### config.mk
export PLATFORM = sky130hd
export DESIGN_NAME = wall_probe_flat
export DESIGN_NICKNAME = d
export VERILOG_FILES = /design/src/rtl/wall_probe_if.sv /design/src/rtl/wall_probe.sv /design/src/flat_wrapper.sv
export SDC_FILE = /design/constraint.sdc
export NUM_CORES = 1
export LEC_CHECK = 0
export CAP_MARGIN = 10
export CORE_MARGIN = 5
export CORE_UTILIZATION = 30
export DETAILED_ROUTE_END_ITERATION = 10
export PLACE_DENSITY_LB_ADDON = 0.25
export SYNTH_ARGS = -nofsm -noshare
export SYNTH_HDL_FRONTEND = slang
export SYNTH_SLANG_ARGS = --single-unit
### constraint.sdc
create_clock -name Clk -period 4.3 [get_ports Clk]
set_input_delay 0.86 -clock Clk [delete_from_list [all_inputs] [get_ports Clk]]
set_output_delay 0.86 -clock Clk [all_outputs]
set_load 0.05 [all_outputs]
### src/rtl/wall_probe_if.sv
// Tile-map ROM read port used by wall_probe.
// wall_probe (master) drives one address per cycle. The ROM (slave) returns the
// tile code in the following cycle:
//   00 = empty, 01 = solid, 1x = hazard.
interface wall_probe_if;
  logic [10:0] map_addr;
  logic [1:0]  map_data;

  modport master (output map_addr, input  map_data);
  modport slave  (input  map_addr, output map_data);
endinterface

### src/rtl/wall_probe.sv
// wall_probe: once per frame, samples the tile map around the player box and
// produces the side-clearance codes that gate player motion.
//   Code values: 0 = blocked, 1 = clear, 2 = hazard.
//
// Sweep timing, counted from the frame_start edge N:
//   - Probe addresses are issued on edges N+1 .. N+P.
//   - The data for each address is captured on the following edge.
//   - All four side codes change together on edge N+P+2.
//   - probe_done is a one-cycle pulse in the cycle after that edge.
//
// Build option PROBE_MID_EN (macro):
//   - Defined:   each side also samples its midpoint, so P = 12.
//   - Undefined: two corner samples per side, so P = 8.
module wall_probe #(
  parameter int BALL_S     = 13,   // player half-size (px)
  parameter int STEP_X     = 3,    // horizontal look-ahead (px)
  parameter int STEP_Y     = 5,    // upward look-ahead (px)
  parameter int GRAV       = 2,    // downward look-ahead (px)
  parameter int TILE_SHIFT = 4,    // log2 tile size
  parameter int MAP_COLS   = 40,   // tiles per map row
  parameter int SCREEN_W   = 640,
  parameter int SCREEN_H   = 480
) (
  input  logic         Clk,
  input  logic         Reset_n,
  input  logic         frame_start,
  input  logic [9:0]   BallX,
  input  logic [9:0]   BallY,
  wall_probe_if.master bus,
  output logic [2:0]   wLeft,
  output logic [2:0]   wRight,
  output logic [2:0]   wTop,
  output logic [2:0]   wBottom,
  output logic         probe_done,
  output logic         overrun
);

`ifdef PROBE_MID_EN
  localparam logic [1:0] LAST_SLOT = 2'd2;   // low end, high end, midpoint
`else
  localparam logic [1:0] LAST_SLOT = 2'd1;   // low end, high end
`endif

  localparam logic signed [10:0] OUT_X = 11'(BALL_S + STEP_X);
  localparam logic signed [10:0] IN_S  = 11'(BALL_S - 1);
  localparam logic signed [10:0] UP_Y  = 11'(BALL_S + STEP_Y);
  localparam logic signed [10:0] DN_Y  = 11'(BALL_S + GRAV);
  localparam logic signed [10:0] SCR_W = 11'(SCREEN_W);
  localparam logic signed [10:0] SCR_H = 11'(SCREEN_H);
  localparam logic [10:0]        COLS  = 11'(MAP_COLS);

  typedef enum logic [1:0] {S_IDLE, S_ISSUE, S_DRAIN, S_COMMIT} state_t;
  typedef enum logic [1:0] {SIDE_L, SIDE_R, SIDE_T, SIDE_B} side_t;

  state_t             state, state_nxt;
  logic signed [10:0] ball_x, ball_y;     // player position frozen for the sweep
  side_t              side_cnt;           // side currently being issued
  logic [1:0]         slot_cnt;           // sample index along that side
  logic               last_probe;
  logic signed [10:0] along;              // offset along the side's edge
  logic signed [10:0] probe_x, probe_y;
  logic               probe_oob;
  logic [10:0]        tile_row, tile_col, probe_addr;
  logic [10:0]        map_addr_q;
  logic               cap_vld, cap_oob;   // sample in flight, returns next cycle
  side_t              cap_side;
  logic [3:0]         solid_acc, haz_acc; // per-side sticky flags, bit = side_t

  function automatic logic [2:0] side_code(input logic solid, input logic haz);
    if (solid) return 3'd0;
    if (haz)   return 3'd2;
    return 3'd1;
  endfunction

  assign last_probe   = (side_cnt == SIDE_B) && (slot_cnt == LAST_SLOT);
  assign bus.map_addr = map_addr_q;

  // Probe coordinate for the current side and slot.
  // NOTE: every always_comb output gets a default first, so no path can infer a latch.
  always_comb begin
    along   = '0;
    probe_x = ball_x;
    probe_y = ball_y;
    case (slot_cnt)
      2'd0:    along = -IN_S;
      2'd1:    along = IN_S;
      default: along = '0;   // midpoint slot, only reached with PROBE_MID_EN
    endcase
    case (side_cnt)
      SIDE_L: begin probe_x = ball_x - OUT_X; probe_y = ball_y + along; end
      SIDE_R: begin probe_x = ball_x + OUT_X; probe_y = ball_y + along; end
      SIDE_T: begin probe_x = ball_x + along; probe_y = ball_y - UP_Y;  end
      SIDE_B: begin probe_x = ball_x + along; probe_y = ball_y + DN_Y;  end
      default: ;
    endcase
  end

  // Off-screen test and tile address.
  // The multiply by MAP_COLS is by a constant, so it reduces to shifts and adds.
  assign probe_oob  = probe_x[10] | probe_y[10] | (probe_x >= SCR_W) | (probe_y >= SCR_H);
  assign tile_row   = $unsigned(probe_y) >> TILE_SHIFT;
  assign tile_col   = $unsigned(probe_x) >> TILE_SHIFT;
  assign probe_addr = tile_row * COLS + tile_col;

  // State register.
  // NOTE: clocked state uses non-blocking assignments so that every register
  //       samples pre-edge values.
  always_ff @(posedge Clk or negedge Reset_n) begin
    if (!Reset_n) state <= S_IDLE;
    else          state <= state_nxt;
  end

  // Sweep sequencing: IDLE -> ISSUE (one cycle per probe) -> DRAIN -> COMMIT.
  always_comb begin
    state_nxt = state;
    case (state)
      S_IDLE:   if (frame_start) state_nxt = S_ISSUE;
      S_ISSUE:  if (last_probe)  state_nxt = S_DRAIN;
      S_DRAIN:  state_nxt = S_COMMIT;
      S_COMMIT: state_nxt = S_IDLE;
      default:  state_nxt = S_IDLE;
    endcase
  end

  // Datapath: latch the ball position, issue addresses, commit the codes,
  // and flag overruns.
  always_ff @(posedge Clk or negedge Reset_n) begin
    if (!Reset_n) begin
      ball_x     <= '0;
      ball_y     <= '0;
      side_cnt   <= SIDE_L;
      slot_cnt   <= '0;
      map_addr_q <= '0;
      cap_vld    <= 1'b0;
      cap_oob    <= 1'b0;
      cap_side   <= SIDE_L;
      wLeft      <= 3'd0;
      wRight     <= 3'd0;
      wTop       <= 3'd0;
      wBottom    <= 3'd0;
      probe_done <= 1'b0;
      overrun    <= 1'b0;
    end else begin
      probe_done <= 1'b0;
      cap_vld    <= 1'b0;
      // A start request while a sweep is running (COMMIT included) is dropped
      // and flagged.
      if (frame_start && state != S_IDLE) overrun <= 1'b1;
      case (state)
        S_IDLE: if (frame_start) begin
          ball_x   <= {1'b0, BallX};
          ball_y   <= {1'b0, BallY};
          side_cnt <= SIDE_L;
          slot_cnt <= '0;
        end
        S_ISSUE: begin
          // An off-screen probe leaves the bus address unchanged and is
          // scored as solid.
          if (!probe_oob) map_addr_q <= probe_addr;
          cap_vld  <= 1'b1;
          cap_oob  <= probe_oob;
          cap_side <= side_cnt;
          if (slot_cnt == LAST_SLOT) begin
            slot_cnt <= '0;
            side_cnt <= side_t'(side_cnt + 2'd1);
          end else begin
            slot_cnt <= slot_cnt + 2'd1;
          end
        end
        S_COMMIT: begin
          wLeft      <= side_code(solid_acc[SIDE_L], haz_acc[SIDE_L]);
          wRight     <= side_code(solid_acc[SIDE_R], haz_acc[SIDE_R]);
          wTop       <= side_code(solid_acc[SIDE_T], haz_acc[SIDE_T]);
          wBottom    <= side_code(solid_acc[SIDE_B], haz_acc[SIDE_B]);
          probe_done <= 1'b1;
        end
        default: ;
      endcase
    end
  end

  // Per-side accumulation of returned samples.
  // Solid dominates hazard, and hazard dominates empty.
  always_ff @(posedge Clk or negedge Reset_n) begin
    if (!Reset_n) begin
      solid_acc <= '0;
      haz_acc   <= '0;
    end else if (state == S_IDLE && frame_start) begin
      solid_acc <= '0;
      haz_acc   <= '0;
    end else if (cap_vld) begin
      if (cap_oob || bus.map_data == 2'b01) solid_acc[cap_side] <= 1'b1;
      else if (bus.map_data[1])             haz_acc[cap_side]   <= 1'b1;
    end
  end

endmodule

### src/flat_wrapper.sv
// flat-port wrapper written by rule: the top's interface ports become plain ports
module wall_probe_flat 
#(
  parameter int BALL_S     = 13,                           
  parameter int STEP_X     = 3,                                 
  parameter int STEP_Y     = 5,                             
  parameter int GRAV       = 2,                               
  parameter int TILE_SHIFT = 4,                     
  parameter int MAP_COLS   = 40,                       
  parameter int SCREEN_W   = 640,
  parameter int SCREEN_H   = 480
)
  (Clk, Reset_n, frame_start, BallX, BallY, wLeft, wRight, wTop, wBottom, probe_done, overrun, bus_map_addr, bus_map_data);
  wall_probe_if bus_i ();
  input  logic Clk;
  input  logic Reset_n;
  input  logic frame_start;
  input  logic [9:0] BallX;
  input  logic [9:0] BallY;
  output logic [2:0] wLeft;
  output logic [2:0] wRight;
  output logic [2:0] wTop;
  output logic [2:0] wBottom;
  output logic probe_done;
  output logic overrun;
  output wire logic [$bits(bus_i.map_addr)-1:0] bus_map_addr;
  input wire logic [$bits(bus_i.map_data)-1:0] bus_map_data;
  assign bus_map_addr = bus_i.map_addr;
  assign bus_i.map_data = bus_map_data;
  wall_probe #(.BALL_S(BALL_S), .STEP_X(STEP_X), .STEP_Y(STEP_Y), .GRAV(GRAV), .TILE_SHIFT(TILE_SHIFT), .MAP_COLS(MAP_COLS), .SCREEN_W(SCREEN_W), .SCREEN_H(SCREEN_H)) u_core (.Clk(Clk), .Reset_n(Reset_n), .frame_start(frame_start), .BallX(BallX), .BallY(BallY), .bus(bus_i), .wLeft(wLeft), .wRight(wRight), .wTop(wTop), .wBottom(wBottom), .probe_done(probe_done), .overrun(overrun));
endmodule
=== Yosys cells after proc, flatten, opt, wreduce, memory -nomap -nowiden ===
Cells that the tools add are included.

* Bits in registers: 63
* Input port bits: 25
* Logic and storage cells: 129

* $add $sub $neg: 9
* Multiply operators: 1
* $lt $le $gt $ge: 4
* Equality and inequality tests: 12
* Multiplexer cells: 58
* Bitwise operators: 6
* Reductions and logical operators: 22

{| class="wikitable"
|+ Operator list
! kind !! count
|-
| $pmux 11 s3 || 2
|-
| $mux 3 || 16
|-
| $mux 4 || 7
|-
| $mux 1 || 23
|-
| $add 11x11->11 || 2
|-
| $pmux 11 s2 || 1
|-
| $sub 10x5->11 const B || 2
|-
| $add 10x4->11 const B || 1
|-
| $add 10x5->11 const B || 1
|-
| $add 11x7->11 || 1
|-
| $ge 11x10->1 const B || 1
|-
| $ge 11x11->1 const B || 1
|-
| $mux 2 || 5
|-
| $reduce_and 2->1 || 5
|-
| $reduce_bool 2->1 || 5
|-
| $eq 2x1->1 const B || 4
|-
| $eq 2x2->1 const B || 4
|-
| $mul 7x3->8 const B || 1
|-
| $or 4x4->4 || 2
|-
| $pmux 2 s2 || 2
|-
| $pmux 2 s4 || 1
|-
| $logic_not 2->1 || 3
|-
| $ne 2x1->1 const B || 3
|-
| $reduce_and 3->1 || 2
|-
| other kinds (10) || 17
|}

=== Depth between registers and ports, before layout ===
* Depth after elaboration: 9
* Mapped depth: 17
* Depth with buffers taken out: 17

=== Worst setup path before layout ===
OpenSTA, ideal clock, no wires.

* Path kind: register to register
* From: reg u_core.slot_cnt[1]
* To: reg u_core.map_addr_q[10], in the netlist u_core.bus.map_addr[10]
* Setup time: 125 ps
* Arrival: 3723 ps
* Data required time: 4175 ps
* Path slack: 452 ps
* Stages on the path, launching flop included: 16
* Path buffers: 1
* Period minus slack after synthesis: 3848 ps
* Path through: dfrtp_1 > buf_2 > inv_1 > ha_1 > a211o_1 > o21ai_0 > o211ai_1 > nor4_1 > inv_1 > ha_1 > ha_1 > fa_1 > o21ai_0 > nand3b_1 > xnor2_1 > mux2_4

* Cells in the longest elaborated chain, start to end: 9

{| class="wikitable"
|+ Ends and longest elaborated chain
! element !! RTL line !! RTL
|-
| start, declared || wall_probe.sv:58 || <nowiki>logic [1:0] slot_cnt;</nowiki>
|-
| start signal, assigned || wall_probe.sv:167 || <nowiki>slot_cnt <= slot_cnt + 2'd1;</nowiki>
|-
| $eq 2x1->1 / $logic_not 2->1 (equally long branches) || wall_probe.sv:84 || <nowiki>case (slot_cnt)</nowiki>
|-
| $pmux 11 s2 * || wall_probe.sv:84 ||
|-
| parallel branches: the longest is 7 deep, another holds $add 11x11->11 || - ||
|-
| end signal, assigned || wall_probe.sv:159 || <nowiki>if (!probe_oob) map_addr_q <= probe_addr;</nowiki>
|-
| end, declared || wall_probe.sv:64 || <nowiki>logic [10:0] map_addr_q;</nowiki>
|}

Every way passes the cells marked *.
A chain may end at the register's enable or synchronous reset.

=== Worst setup path in the final report ===
* From: reg u_core.side_cnt[0]
* To: reg u_core.map_addr_q[10], in the netlist u_core.bus.map_addr[10]

* Cells in the longest elaborated chain, start to end: 8

{| class="wikitable"
|+ Ends and longest elaborated chain
! element !! RTL line !! RTL
|-
| start, declared || wall_probe.sv:57 || <nowiki>side_t side_cnt;</nowiki>
|-
| start signal, assigned || wall_probe.sv:165 || <nowiki>side_cnt <= side_t'(side_cnt + 2'd1);</nowiki>
|-
| parallel branches: the longest is 8 deep, another holds $add 11x7->11 || - ||
|}

Several ways; the timed one is not identified.

==> reports/qor.yml <==
yosysWarnings: 0
setup_ws_ns: 0.362
placed_cell_area_sq_mm: 0.00487
rows: 43
setup-tns-final_ns: 0
critical_path_class: "register to register"
final_cell_mix: "dfrtp_1, clkdlybuf4s50_1, nor2_1"
viasPerCell: 5.05
cts.sinks: 57
hpwl_um: 7480
critical_path_arrival_ns: 4.15
insertion_delay_ns: 0.33
fmax_mhz: 254
ys_types: 66
cts_hold_buf: 0
avgSynthCellArea_sq_um: 9.45
initial_core_util_pct: 30.5
slew_viol_final: 0
clk_pin_slew_worst_paths_ns: 0.06
postCtsResizedCells: 0
antenna-diode-count: 0
ys.flop_type: "dfrtp_1"
areaGrowthSynthToFinish_pct: 22.8
synthCells: 446
worstSetupStartpointType: "register"
overflow: 0
status: "complete, no violations"
num_vias: 3416
fin_skew_ns: 0.00521
grt_start_max_net_pins: 35
die_h_um: 129
synth_edf_count: 0
final-setup-viol-count: 0
root_buffer: "clkbuf_16"
port_buffers: 43
rsz0062_at_grt: "no"
antenna_found_initial: 0
hp-class: "register to register"
ios: 50
worst_pin_slew_ns: 0.668
synthArstFlopShare_pct: 100
gp_congestion: 0.812
fp.dieArea_sq_mm: 0.0165
dp_slack_ns: 0.397
die_w_um: 129
htreeDepth: 3
drt-total-wl_um: 9910
synth.cell_area_sq_mm: 0.00421
routedWlPerCell_um: 14.7
fin_crit_ns: 3.94
synth-seq-area-share_pct: 33.8
ctsLongestPathBuffers: 2
post-cts-setup-buffers: 0
layout-drive-gt1-share_pct: 15.5
fin_area_sq_mm: 0.00517
drt_first_pass_iters: 4
drtIter0Drc: 163
fp.coreArea_sq_mm: 0.0138
cts_buffers: 9
grt_pass1_vias: 3433
post-route-period-util_pct: 91.6
grt_pass1_wl_um: 16900
critPathCaptureType: "register"
drc: 0
final_common_cell: "dfrtp_1"
grt_usage_pct: 12.6
finalHoldViolCount: 0
cts_tree: "yes"
drv_cap: 0
ant_nets: 0
ys_ff_latch: 57
path_max_fanout: 7
cp.required_ns: 4.51
layout.nets: 551
relSlewSlack_pct: 55.4
post-route-util_pct: 37.4
-- logic make-up (layout without fill, tap and decap cells) --
| logic type | after synthesis | in the layout | synth area share (%) |
|---|---|---|---|
| AND/OR/NAND/NOR | 128 | 128 | 16.4 |
| buffers and inverters | 54 | 101 | 5.64 |
| XOR/XNOR | 29 | 29 | 6.03 |
| AO/OA/AOI/OAI | 108 | 108 | 17.4 |
| multiplexers | 34 | 34 | 9.71 |
| flip-flops | 57 | 57 | 33.8 |
| adder cells (fa/ha/maj) | 35 | 35 | 10.9 |
| other | 1 | 4 | 0.0890 |
-- worst max-delay path, cell delays in order, from the launching register on --
cell and delay, ns:
dfrtp_1 0.45, ha_1 0.25, inv_1 0.24, ha_1 0.36
a211oi_2 0.31, or3_1 0.15, a21oi_1 0.08, nor3_2 0.38
inv_1 0.10, ha_1 0.31, a21o_1 0.18, a21oi_1 0.23
nor2b_1 0.07, o21ai_0 0.23, nand3b_1 0.16, xnor2_1 0.07
mux2_4 0.26
-- final timing paths --
path	from	end	slack, ns	cells after the start
min	u_core.overrun	u_core.overrun	0.46	1
max in group asynchronous	Reset_n	u_core.side_cnt[0]	2.95	2
max reg2reg	u_core.side_cnt[0]	u_core.bus.map_addr[10]	0.36	16
min in group asynchronous	Reset_n	u_core.bus.map_addr[7]	0.51	1
max	u_core.side_cnt[0]	u_core.bus.map_addr[10]	0.36	16
min reg2reg	u_core.overrun	u_core.overrun	0.46	1
-- metal layers --
metal	up-vias	track usage, %	share of wire [%]
met5	-	0	0
met4	0	4.39	1.5
met3	10	2.66	3.1
met2	58	20.5	48
met1	1662	16.6	47
li1	1686	-	-
-- sequential cells by signal, indices dropped and copies added, names as in the netlist, 2 cells and up --
| register | flops |
|---|---|
| u_core.ball_x | 8 |
| u_core.ball_y | 10 |
| u_core.bus.map_addr | 11 |
| u_core.cap_side | 2 |
| u_core.haz_acc | 4 |
| u_core.side_cnt | 2 |
| u_core.slot_cnt | 2 |
| u_core.solid_acc | 4 |
| u_core.state | 2 |
| u_core.wBottom | 2 |
| u_core.wLeft | 2 |
| u_core.wRight | 2 |
| u_core.wTop | 2 |
-- cell type report --
type,instances,area [sq um]
clock buffers,9,225
clock inverters,7,78.8
fillers,1377,8650
inverters,22,82.6
multi-input cells,338,2560
flip-flops and latches,57,1430
well taps,180,225
repair buffers,63,576
-- synth_stat cells, types with 6 or more instances --
cell type / instances / area, sq um
xor2_1: 7 / 61.3
nor2b_1: 7 / 43.8
a21oi_1: 26 / 130
nor2_1: 33 / 124
nand3_1: 14 / 70.1
clkbuf_1: 17 / 63.8
inv_1: 22 / 82.6
mux2_4: 8 / 120
nand2_1: 23 / 86.3
a31oi_1: 7 / 43.8
mux2_2: 23 / 259
ha_1: 32 / 400
buf_2: 7 / 35.0
dfrtp_1: 57 / 1430
xnor2_1: 22 / 193
a21o_1: 6 / 45.0
o21ai_0: 23 / 115
-- stage by stage --
step                      cells  hold slack, ns
final                       676           0.461
after floorplan             449           0.474
after detailed placement    660           0.446
after global routing        676           0.491
after CTS                   676           0.467
after global placement      660           0.456
Power is left out: the tool's default activity adds up to more than one toggle a clock period on the data nets, which glitch-free logic cannot reach.
